--- src/rtl/io_port_pkg.sv ---
// Shared constants and types for the memory-mapped I/O port controller.
package io_port_pkg;

   localparam int BYTE_W = 8;
   localparam int CNT_W  = 32;

   // Address decode: upper select bits and low offsets within the I/O window
   localparam logic [1:0] IO_BASE_SEL = 2'b11;
   localparam logic [2:0] OFF_UART    = 3'd0;
   localparam logic [2:0] OFF_CLK     = 3'd4;

   // TX FIFO entry: the terminator flag travels with the 0x00 stop byte
   typedef struct packed {
      logic              term;
      logic [BYTE_W-1:0] data;
   } tx_entry_t;

   // Pick byte idx (0..3) out of a 32-bit word
   function automatic logic [BYTE_W-1:0] snap_byte(input logic [CNT_W-1:0] v,
                                                   input logic [1:0] idx);
      return v[{idx, 3'b000} +: BYTE_W];
   endfunction

endpackage

--- src/rtl/io_port_ctrl_if.sv ---
// Core-side external bus as seen by the I/O controller.
interface io_port_ctrl_if;
   import io_port_pkg::*;

   logic              rdy_in;
   logic [31:0]       cpu_a;
   logic [BYTE_W-1:0] cpu_dout;
   logic              cpu_wr;
   logic [BYTE_W-1:0] cpu_din;
   logic              io_sel;
   logic              io_buffer_full;

   modport master (output rdy_in, cpu_a, cpu_dout, cpu_wr,
                   input  cpu_din, io_sel, io_buffer_full);
   modport slave  (input  rdy_in, cpu_a, cpu_dout, cpu_wr,
                   output cpu_din, io_sel, io_buffer_full);
endinterface

--- src/rtl/io_sync_fifo.sv ---
// Single-clock FIFO with occupancy count; a pop frees a slot for a same-cycle push.
module io_sync_fifo #(
   parameter int WIDTH     = 8,
   parameter int DEPTH_LOG = 4
) (
   input  logic                 clk,
   input  logic                 rst_n,
   input  logic                 push,
   input  logic [WIDTH-1:0]     wdata,
   input  logic                 pop,
   output logic [WIDTH-1:0]     rdata,
   output logic                 empty,
   output logic                 full,
   output logic [DEPTH_LOG:0]   count
);
   localparam int DEPTH = 1 << DEPTH_LOG;
   localparam logic [DEPTH_LOG-1:0] PTR_ONE = 1;
   localparam logic [DEPTH_LOG:0]   CNT_ONE = 1;

   logic [WIDTH-1:0]     mem_q [DEPTH];
   logic [DEPTH_LOG-1:0] wr_ptr_q, wr_ptr_d, rd_ptr_q, rd_ptr_d;
   logic [DEPTH_LOG:0]   count_q, count_d;
   logic                 do_push, do_pop;

   assign empty = (count_q == '0);
   assign full  = count_q[DEPTH_LOG];
   assign count = count_q;
   assign rdata = mem_q[rd_ptr_q];

   // Accept/release decisions and next pointer/count values
   always_comb begin
      do_pop   = pop & ~empty;
      do_push  = push & (~full | do_pop);
      wr_ptr_d = do_push ? wr_ptr_q + PTR_ONE : wr_ptr_q;
      rd_ptr_d = do_pop  ? rd_ptr_q + PTR_ONE : rd_ptr_q;
      count_d  = count_q;
      if (do_push && !do_pop)      count_d = count_q + CNT_ONE;
      else if (do_pop && !do_push) count_d = count_q - CNT_ONE;
   end

   // Pointer and count state
   always_ff @(posedge clk or negedge rst_n) begin
      if (!rst_n) begin
         wr_ptr_q <= '0;
         rd_ptr_q <= '0;
         count_q  <= '0;
      end else begin
         wr_ptr_q <= wr_ptr_d;
         rd_ptr_q <= rd_ptr_d;
         count_q  <= count_d;
      end
   end

   // Storage needs no reset; occupancy is tracked by count_q
   always_ff @(posedge clk) begin
      if (do_push) mem_q[wr_ptr_q] <= wdata;
   end

endmodule

--- src/rtl/io_port_ctrl.sv ---
// Memory-mapped I/O controller: UART TX/RX FIFOs, free-running cycle counter
// with coherent 32-bit readout, and program stop via a queued terminator byte.
module io_port_ctrl
   import io_port_pkg::*;
#(
   parameter int TX_DEPTH_LOG = 4,
   parameter int RX_DEPTH_LOG = 4,
   parameter int FULL_MARGIN  = 2
) (
   input  logic              clk_in,
   input  logic              rst_in,
   io_port_ctrl_if.slave     bus,
   output logic              tx_valid,
   output logic [BYTE_W-1:0] tx_data,
   input  logic              tx_ready,
   input  logic              rx_valid,
   input  logic [BYTE_W-1:0] rx_data,
   output logic              rx_ready,
   output logic              program_stop,
   output logic              tx_overflow
);
   localparam int TX_DEPTH = 1 << TX_DEPTH_LOG;
   localparam logic [CNT_W-1:0] CNT_ONE = 1;

   logic              hit, wr_hit, rd_hit;
   logic [2:0]        off;

   logic              tx_push, tx_pop, tx_empty, tx_full;
   tx_entry_t         tx_wdata, tx_head;
   logic [TX_DEPTH_LOG:0] tx_count;

   logic              rx_push, rx_pop, rx_empty, rx_full;
   logic [BYTE_W-1:0] rx_head;
   logic [RX_DEPTH_LOG:0] unused_rx_cnt;

   logic [CNT_W-1:0]  counter_q, counter_d, snapshot_q, snapshot_d;
   logic [BYTE_W-1:0] cpu_din_q, cpu_din_d;
   logic              io_sel_q, io_sel_d;
   logic              stopped_q, stopped_d;
   logic              tx_overflow_q, tx_overflow_d;
   logic              program_stop_q, program_stop_d;

   // Address bits outside the decode are don't-care
   logic unused_addr;
   assign unused_addr = ^{bus.cpu_a[31:18], bus.cpu_a[15:3]};

   assign hit    = bus.rdy_in & (bus.cpu_a[17:16] == IO_BASE_SEL);
   assign off    = bus.cpu_a[2:0];
   assign wr_hit = hit & bus.cpu_wr;
   assign rd_hit = hit & ~bus.cpu_wr;

   assign tx_valid = ~tx_empty;
   assign tx_data  = tx_head.data;
   assign tx_pop   = tx_valid & tx_ready;
   assign rx_ready = ~rx_full;
   assign rx_push  = rx_valid & rx_ready;

   assign bus.cpu_din        = cpu_din_q;
   assign bus.io_sel         = io_sel_q;
   assign bus.io_buffer_full = (TX_DEPTH - int'(tx_count)) <= FULL_MARGIN;
   assign program_stop       = program_stop_q;
   assign tx_overflow        = tx_overflow_q;

   // Write decode: UART bytes and the stop terminator feed the TX FIFO
   always_comb begin
      tx_push   = 1'b0;
      tx_wdata  = '0;
      stopped_d = stopped_q;
      if (wr_hit && !stopped_q) begin
         if (off == OFF_UART && bus.cpu_dout != '0) begin
            tx_push       = 1'b1;
            tx_wdata.data = bus.cpu_dout;
         end else if (off == OFF_CLK) begin
            tx_push       = 1'b1;
            tx_wdata.term = 1'b1;
            stopped_d     = 1'b1;
         end
      end
      // A full FIFO only drops the byte if nothing leaves this cycle
      tx_overflow_d  = tx_overflow_q | (tx_push & tx_full & ~tx_pop);
      program_stop_d = tx_pop & tx_head.term;
   end

   // Read decode: returned data is registered and presented next cycle
   always_comb begin
      cpu_din_d  = cpu_din_q;
      snapshot_d = snapshot_q;
      io_sel_d   = rd_hit;
      rx_pop     = 1'b0;
      counter_d  = counter_q + CNT_ONE;
      if (rd_hit) begin
         case (off)
            OFF_UART: begin
               cpu_din_d = rx_empty ? '0 : rx_head;
               rx_pop    = ~rx_empty;
            end
            // Low byte read freezes the full count so upper bytes stay coherent
            OFF_CLK: begin
               snapshot_d = counter_q;
               cpu_din_d  = counter_q[BYTE_W-1:0];
            end
            3'd5, 3'd6, 3'd7: cpu_din_d = snap_byte(snapshot_q, off[1:0]);
            default:          cpu_din_d = '0;
         endcase
      end
   end

   // Controller state registers
   always_ff @(posedge clk_in or negedge rst_in) begin
      if (!rst_in) begin
         counter_q      <= '0;
         snapshot_q     <= '0;
         cpu_din_q      <= '0;
         io_sel_q       <= 1'b0;
         stopped_q      <= 1'b0;
         tx_overflow_q  <= 1'b0;
         program_stop_q <= 1'b0;
      end else begin
         counter_q      <= counter_d;
         snapshot_q     <= snapshot_d;
         cpu_din_q      <= cpu_din_d;
         io_sel_q       <= io_sel_d;
         stopped_q      <= stopped_d;
         tx_overflow_q  <= tx_overflow_d;
         program_stop_q <= program_stop_d;
      end
   end

   io_sync_fifo #(.WIDTH($bits(tx_entry_t)), .DEPTH_LOG(TX_DEPTH_LOG)) u_tx_fifo (
      .clk   (clk_in),
      .rst_n (rst_in),
      .push  (tx_push),
      .wdata (tx_wdata),
      .pop   (tx_pop),
      .rdata (tx_head),
      .empty (tx_empty),
      .full  (tx_full),
      .count (tx_count)
   );

   io_sync_fifo #(.WIDTH(BYTE_W), .DEPTH_LOG(RX_DEPTH_LOG)) u_rx_fifo (
      .clk   (clk_in),
      .rst_n (rst_in),
      .push  (rx_push),
      .wdata (rx_data),
      .pop   (rx_pop),
      .rdata (rx_head),
      .empty (rx_empty),
      .full  (rx_full),
      .count (unused_rx_cnt)
   );

endmodule

--- src/flat_wrapper.sv ---
// flat-port wrapper written by rule: the top's interface ports become plain ports
module io_port_ctrl_flat import io_port_pkg::*;
#(
   parameter int TX_DEPTH_LOG = 4,
   parameter int RX_DEPTH_LOG = 4,
   parameter int FULL_MARGIN  = 2
)
  (clk_in, rst_in, tx_valid, tx_data, tx_ready, rx_valid, rx_data, rx_ready, program_stop, tx_overflow, bus_rdy_in, bus_cpu_a, bus_cpu_dout, bus_cpu_wr, bus_cpu_din, bus_io_sel, bus_io_buffer_full);
  io_port_ctrl_if bus_i ();
  input  logic clk_in;
  input  logic rst_in;
  output logic tx_valid;
  output logic [BYTE_W-1:0] tx_data;
  input  logic tx_ready;
  input  logic rx_valid;
  input  logic [BYTE_W-1:0] rx_data;
  output logic rx_ready;
  output logic program_stop;
  output logic tx_overflow;
  input wire logic [$bits(bus_i.rdy_in)-1:0] bus_rdy_in;
  input wire logic [$bits(bus_i.cpu_a)-1:0] bus_cpu_a;
  input wire logic [$bits(bus_i.cpu_dout)-1:0] bus_cpu_dout;
  input wire logic [$bits(bus_i.cpu_wr)-1:0] bus_cpu_wr;
  output wire logic [$bits(bus_i.cpu_din)-1:0] bus_cpu_din;
  output wire logic [$bits(bus_i.io_sel)-1:0] bus_io_sel;
  output wire logic [$bits(bus_i.io_buffer_full)-1:0] bus_io_buffer_full;
  assign bus_i.rdy_in = bus_rdy_in;
  assign bus_i.cpu_a = bus_cpu_a;
  assign bus_i.cpu_dout = bus_cpu_dout;
  assign bus_i.cpu_wr = bus_cpu_wr;
  assign bus_cpu_din = bus_i.cpu_din;
  assign bus_io_sel = bus_i.io_sel;
  assign bus_io_buffer_full = bus_i.io_buffer_full;
  io_port_ctrl #(.TX_DEPTH_LOG(TX_DEPTH_LOG), .RX_DEPTH_LOG(RX_DEPTH_LOG), .FULL_MARGIN(FULL_MARGIN)) u_core (.clk_in(clk_in), .rst_in(rst_in), .bus(bus_i), .tx_valid(tx_valid), .tx_data(tx_data), .tx_ready(tx_ready), .rx_valid(rx_valid), .rx_data(rx_data), .rx_ready(rx_ready), .program_stop(program_stop), .tx_overflow(tx_overflow));
endmodule
--- config.mk ---
export PLATFORM = sky130hd
export DESIGN_NAME = io_port_ctrl_flat
export DESIGN_NICKNAME = d
export VERILOG_FILES = /design/src/rtl/io_port_pkg.sv /design/src/rtl/io_port_ctrl_if.sv /design/src/rtl/io_sync_fifo.sv /design/src/rtl/io_port_ctrl.sv /design/src/flat_wrapper.sv
export SDC_FILE = /design/constraint.sdc
export NUM_CORES = 1
export LEC_CHECK = 0
export ABC_CLOCK_PERIOD_IN_PS = 6100
export CAP_MARGIN = 20
export CORE_MARGIN = 3
export CORE_UTILIZATION = 55
export CTS_CLUSTER_SIZE = 24
export DETAILED_ROUTE_END_ITERATION = 8
export PLACE_DENSITY_LB_ADDON = 0.15
export SLEW_MARGIN = 20
export SYNTH_ARGS = -nofsm -noshare
export SYNTH_HDL_FRONTEND = slang
export SYNTH_SLANG_ARGS = --single-unit
--- constraint.sdc ---
create_clock -name clk_in -period 6.1 [get_ports clk_in]
set_input_delay 1.83 -clock clk_in [delete_from_list [all_inputs] [get_ports clk_in]]
set_output_delay 1.83 -clock clk_in [all_outputs]
set_load 0.01 [all_outputs]
==> metrics.txt <==
vias per inst ~5.6; final WL between 20 and 30 mm; pin count of the biggest net entering global routing 63; gpl congestion between 0.7 and 0.8; Clock transition at path regs 0.06 ns; Relative slew margins 0.469; CTS max path bufs 3; #FFs+latches synth roughly 370; # setup viols final 0; Max-Cap Viols 0; hpwl dp ~19 mm; global-route usage over all layers 0.199; unrepaired setup endpoints after global routing false; post-synthesis cell count roughly 910; Initial DRC Count roughly 560; post-cts resize count 0; Synth top area share 0.537; Yosys warning count 0; PortBufs 48; share of layout cells above drive strength 1 0.193; Initial Util 0.562; most common cell after layout, fill and taps aside edfxtp_1; Top cell by count, worst path o21ai_0; vias ~8000; outcome completed; final antenna diode count 0; Post-Syn Area approximately 15000 um2; fin crit share 0.797; CTS tree done; clock sink total around 370; cell area after layout between 15000 and 20000 um2; first-pass GRT wire length between 40 and 50 mm; Synth area leader edfxtp_1; Post-CTS Setup Bufs 0; Placement Cell Area 16200 um2; syn_nets just under 1000; Post-Layout Cell Count roughly 1400; ys async rst share 0.257; Max rail drop VDD about 0.27 mV; drt pass-1 iters 5; final hold vios 0; CP max stage delay roughly 0.67 ns; Pwr Total 0.00653 W; wire per inst approximately 21 um; Site Rows 60; Worst Setup End Kind output pin; worst-path cell chain buf_4, mux2_2, o21ai_0, a21oi_1, o21ai_0, nand2_1, clkdlybuf4s50_1; Main synth FF type edfxtp_1; Final Skew a little under 0.01 ns; Period minus WS final approximately 4.9 ns; Worst Hold Class reg -> reg; syn_area_per_cell between 15 and 20 um2; worst endpoint data arrival time 3.03 ns; CP Launch Type flip-flop; Chip Height approximately 170 um; Num CTS Buffers 38; EDFF count, synth between 200 and 300; Root Buffer clkbuf_16; commonest non-fill, non-tap cells in the layout edfxtp_1, dfrtp_1, mux4_2; Buf/Inv on CP 2; Worst-Margin Slew approximately 0.80 ns; Remaining DRCs 0; Synth cell types 54; post-layout util 0.642; initial antenna violation count 0; critical path fanouts, max 18; # hold bufs at CTS 0; grt total ovfl 0; TNS Setup 0 ns; Ports 76; critical path type reg -> out; net total in the final layout between 1000 and 1500; Max Transition Viols Final 0; Die Span X about 170 um; WP data required about 4.3 ns; die area ~30000 um2; clk_lat worst skew 0.52 ns; Pleak 6.29 nW; H-tree levels 2; CORE AREA 27100 um2; CP delay by family, top buffers and inverters; dpl cells about 1300; synth-to-layout area growth 14.4%; vias in the first global route ~8000; ranking of synthesized cells by area edfxtp_1, dfrtp_1, mux4_2, mux2_2, mux2i_1; Crit-path slowest cell dfrtp_2; power per standard cell area 375 nW/um2; Seq/Total Area, Yosys 0.691; post-route antenna net violation count 0; Peak Freq roughly 0.21 GHz
-- stage by stage --
stage	hold slack (ns)	setup WS (ns)
after global routing	0.502	1.06
after CTS	0.489	1.20
after global placement	0.467	1.06
after detailed placement	0.474	1.04
final	0.483	1.24
after floorplan	0.425	1.89
-- worst reg2reg max path, cell delays in order (launching register included) --
cell and delay (ns):
dfrtp_1 0.45, inv_1 0.13, ha_1 0.24, nor3b_1 0.14, ha_1 0.20, nor2b_1 0.35
inv_1 0.15, ha_1 0.26, inv_1 0.17, ha_1 0.28, a21o_1 0.18, a21oi_1 0.18
mux2i_1 0.24, xnor2_1 0.13
-- Yosys cell counts (all sizes together), types with 6 or more instances --
master	n
edfxtp	272
dfrtp	94
mux4	59
nand2	54
mux2	40
mux2i	36
nor2	35
xnor2	35
o21ai	32
and2	26
ha	23
buf	22
inv	19
a21oi	18
clkbuf	18
nand3	17
xor2	17
nand4	10
a221oi	8
a22oi	8
nand2b	7
nor3	7
o22ai	6
-- logic make-up (layout without fill, tap and decap cells) --
family / after synthesis / in the layout / synth area share
buffers and inverters: 59 / 161 / 0.0192
adders and majority gates: 25 / 25 / 0.0215
DFF: 366 / 366 / 0.691
AOI/OAI and AO/OA: 85 / 85 / 0.0352
and+or+nand+nor: 184 / 184 / 0.0625
muxes: 135 / 135 / 0.141
xor gates and xnor gates: 52 / 52 / 0.0299
-- layer usage --
| layer | wire length, um | vias to the layer above | GRT usage |
|---|---|---|---|
| li1 | - | 3631 | - |
| met5 | 0 | - | 0 |
| met1 | 12600 | 3930 | 0.283 |
| met4 | 680 | 0 | 0.0594 |
| met2 | 13900 | 177 | 0.325 |
| met3 | 1210 | 48 | 0.0302 |
-- where the power goes --
group	total [W]	switching [W]	internal, W	leakage (nW)
logic	0.00127	0.000641	0.000633	2.00
registers	0.00300	0.000185	0.00281	3.69
clock network	0.00226	0.000923	0.00134	0.593
total	0.00653	0.00175	0.00478	6.29
-- sequential cells by signal (all words and copies together), names as in the netlist --
signal and count:
u_core.u_tx_fifo.mem_q 144, u_core.u_rx_fifo.mem_q 128, u_core.counter_q 32, u_core.snapshot_q 24
u_core.bus.cpu_din 8, u_core.u_rx_fifo.count 5, u_core.u_tx_fifo.count 5, u_core.u_rx_fifo.rd_ptr_q 4
u_core.u_rx_fifo.wr_ptr_q 4, u_core.u_tx_fifo.rd_ptr_q 4, u_core.u_tx_fifo.wr_ptr_q 4, u_core.bus.io_sel 1
u_core.program_stop 1, u_core.stopped_q 1, u_core.tx_overflow 1
-- final cells by class --
type                       count  area, um2
multi-input combinational    481       4410
timing repair buffer          76        701
clock buffer                  51       1080
inverter                      19       71.3
sequential                   366      10500
tap                          372        465
fill                        1924       9690
clock inverter                15        159
-- final timing paths --
path / start / to / slack (ns) / cells past startpoint
setup / recovery: u_core.u_tx_fifo.rd_ptr_q[0]$_DFFE_PN0P_ / tx_data[3] / 1.24 / 7
min in group asynchronous: rst_in / u_core.counter_q[27]$_DFF_PN0_ / 1.41 / 1
hold / removal: u_core.bus.cpu_din[0]$_DFFE_PN0P_ / u_core.bus.cpu_din[0]$_DFFE_PN0P_ / 0.48 / 2
setup reg to reg: u_core.u_tx_fifo.count[0]$_DFFE_PN0P_ / u_core.u_tx_fifo.count[4]$_DFFE_PN0P_ / 2.94 / 13
max in group asynchronous: rst_in / u_core.u_tx_fifo.rd_ptr_q[0]$_DFFE_PN0P_ / 3.72 / 2
hold reg to reg: u_core.bus.cpu_din[0]$_DFFE_PN0P_ / u_core.bus.cpu_din[0]$_DFFE_PN0P_ / 0.48 / 2
(Power assumes the default switching activity.)
==> variant: new RTL, same flow settings <==
Set the package constant `BYTE_W` to 6 (it was 8).
--- a/src/rtl/io_port_pkg.sv
+++ b/src/rtl/io_port_pkg.sv
@@ -2,5 +2,5 @@
 package io_port_pkg;
 
-   localparam int BYTE_W = 8;
+   localparam int BYTE_W = 6;
    localparam int CNT_W  = 32;
 
Interface: changed (resized bus_cpu_din, bus_cpu_dout, rx_data and tx_data); port bits go from 76 to 68. The function was not compared with the original's and may differ.
==> variant against the unedited design <==
Sequential cell count is 74 lower; clock power is 27% lower; routed wire length is 21% lower; synthesized area is 18% lower; cell area is 19% lower; power is 23% lower; global-route usage is 1.3 points lower; via count is 21% lower; worst setup slack worse by 0.055 ns; clock skew is 0.0042 ns higher; critical path type unchanged; largest cell class unchanged; largest power group unchanged.
==> variant: results (changes against the unedited design) <==
| Metric | Value |
|---|---|
| Status | `finished, final reports clean` |
| Synth warnings | `0 (unchanged)` |
| Post-CTS Setup Inserts | `0 (unchanged)` |
| Vias in the first global route | `6492 (-18%)` |
| Clk_lat worst skew | `0.54 ns (+0.02 ns)` |
| Vias per cell | `5.86 (+3.9%)` |
| Worst setup startpoint | `u_core.u_tx_fifo.rd_ptr_q[2]$_DFFE_PN0P_` |
| DR pass1 iterations | `4 (-1)` |
| Slew Limit Headroom | `31.8% (-15 points)` |
| Top flop regs | `u_core.u_tx_fifo.mem_q x112, u_core.u_rx_fifo.mem_q x96, u_core.counter_q x30` |
| P_leak | `5.18 nW (-18%)` |
| Hold Path Class | `register to register` |
| Cell Area, Placed | `13100 µm² (-19%)` |
| H-tree Lvls | `1 (-1)` |
| Layout Skew | `0.0141 ns (+0.00419 ns)` |
| Seq/Total Area, Yosys | `66.8% (-2.3 points)` |
| Netlist cell types | `51 (-5.6%)` |
| Number of instances in the placed design | `999 (-24%)` |
| Gpl congestion | `0.764 (-0.60%)` |
| Slowest cell on crit path | `dfrtp_1` |
| First-pass GRT wire length | `35.6 mm (-21%)` |
| Synth Area in Compound Gates | `2.17% (-1.3 points)` |
| Maximum vdd drop | `0.263 mV (-2.6%)` |
| Adder-Cell Fraction of Synth Area | `2.52% (+0.37 points)` |
| Hpwl dp | `15.1 mm (-19%)` |
| Crit-path max cell delay | `0.95 ns (+0.28 ns)` |
| Largest net degree at the start of global routing | `77 (+22%)` |
| GR Util met2 | `32.1% (-0.36 points)` |
| Synth area leaders | `edfxtp_1 50%, dfrtp_1 17%, mux4_1 6.5%, mux4_2 5.0%, xnor2_1 2.5%` |
| Post-Route M1 WL | `9.74 mm (-23%)` |
| Routed len/inst | `21.4 µm (+4.2%)` |
| Multiplexer share of the synthesized area | `15.6% (+1.6 points)` |
| Fillcell total | `1511 (-21%)` |
| GRT Total Usage | `18.7% (-1.3 points)` |
| Fin worst setup slack | `1.18 ns (-0.0548 ns)` |
| Syn nets | `775 (-21%)` |
| Top Layer Used | `met4` |
| DRT iter0 DRCs | `413 (-27%)` |
| Post-Synth XOR/XNOR Area | `3.43% (+0.44 points)` |
| Setup slack, reg-to-reg | `2.65 ns (-0.29 ns)` |
| Met3 GRT Util | `2.90% (-0.11 points)` |
| CP top delay family | `flip-flops` |
| DP Worst Slack | `0.975 ns (-0.0627 ns)` |
| Dominant synthesized flop cell | `edfxtp_1` |
| Met2 routed WL | `11.5 mm (-17%)` |
| CP arrival | `3.09 ns (+0.06 ns)` |
| Routed wl met3 | `794 µm (-35%)` |
| Port bufs | `40 (-17%)` |
| Mean Syn Cell Area | `17.8 µm² (+6.1%)` |
| Number of CTS-inserted buffers | `29 (-24%)` |
| Synth top cells by count | `208 x edfxtp_1, 84 x dfrtp_1, 36 x xnor2_1` |
| Async SR Flop Fraction | `28.8% (+3.1 points)` |
| M1 GR Usage | `25.1% (-3.2 points)` |
| Share of cells above drive strength 1 | `14.6% (-4.7 points)` |
| Nets | `824 (-22%)` |
| Via count | `6174 (-21%)` |
| EDFF count, synth | `208 (-24%)` |
-- variant: worst min path at each step --
stage | start | end | slack [ns] | cells after the start
3_5_place_dp | u_core.stopped_q$_DFFE_PN0P_ | u_core.stopped_q$_DFFE_PN0P_ | 0.46 | 1
6_report | u_core.stopped_q$_DFFE_PN0P_ | u_core.stopped_q$_DFFE_PN0P_ | 0.47 | 1
2_1_floorplan | u_core.stopped_q$_DFFE_PN0P_ | u_core.stopped_q$_DFFE_PN0P_ | 0.43 | 1
3_3_place_gp | u_core.tx_overflow$_DFF_PN0_ | u_core.tx_overflow$_DFF_PN0_ | 0.45 | 1
5_1_grt | u_core.tx_overflow$_DFF_PN0_ | u_core.tx_overflow$_DFF_PN0_ | 0.50 | 1
4_1_cts | u_core.stopped_q$_DFFE_PN0P_ | u_core.stopped_q$_DFFE_PN0P_ | 0.48 | 1
-- variant: report_power, final --
group	switching, W	internal [W]	leakage [nW]
clock network	0.000694	0.000964	0.441
registers	0.000171	0.00224	2.96
logic	0.000451	0.000513	1.77
total	0.00132	0.00372	5.18
-- variant: layout make-up --
cell class,instances,area [µm²],share of cell area [%]
inverter,18,67.6,0.481
timing repair buffer,50,473,3.37
multi-input combinational,359,3910,27.8
clock buffer,49,871,6.20
clock inverter,5,27.5,0.196
sequential,292,8350,59.4
tap,280,350,2.49
-- variant: cell families after synthesis --
| family | count (synthesis) |
|---|---|
| AO/OA/AOI/OAI | 38 |
| XOR/XNOR | 49 |
| adder cells (fa/ha/maj) | 24 |
| buffers and inverters | 50 |
| flip-flops | 292 |
| multiplexers | 107 |
| AND/OR/NAND/NOR | 141 |
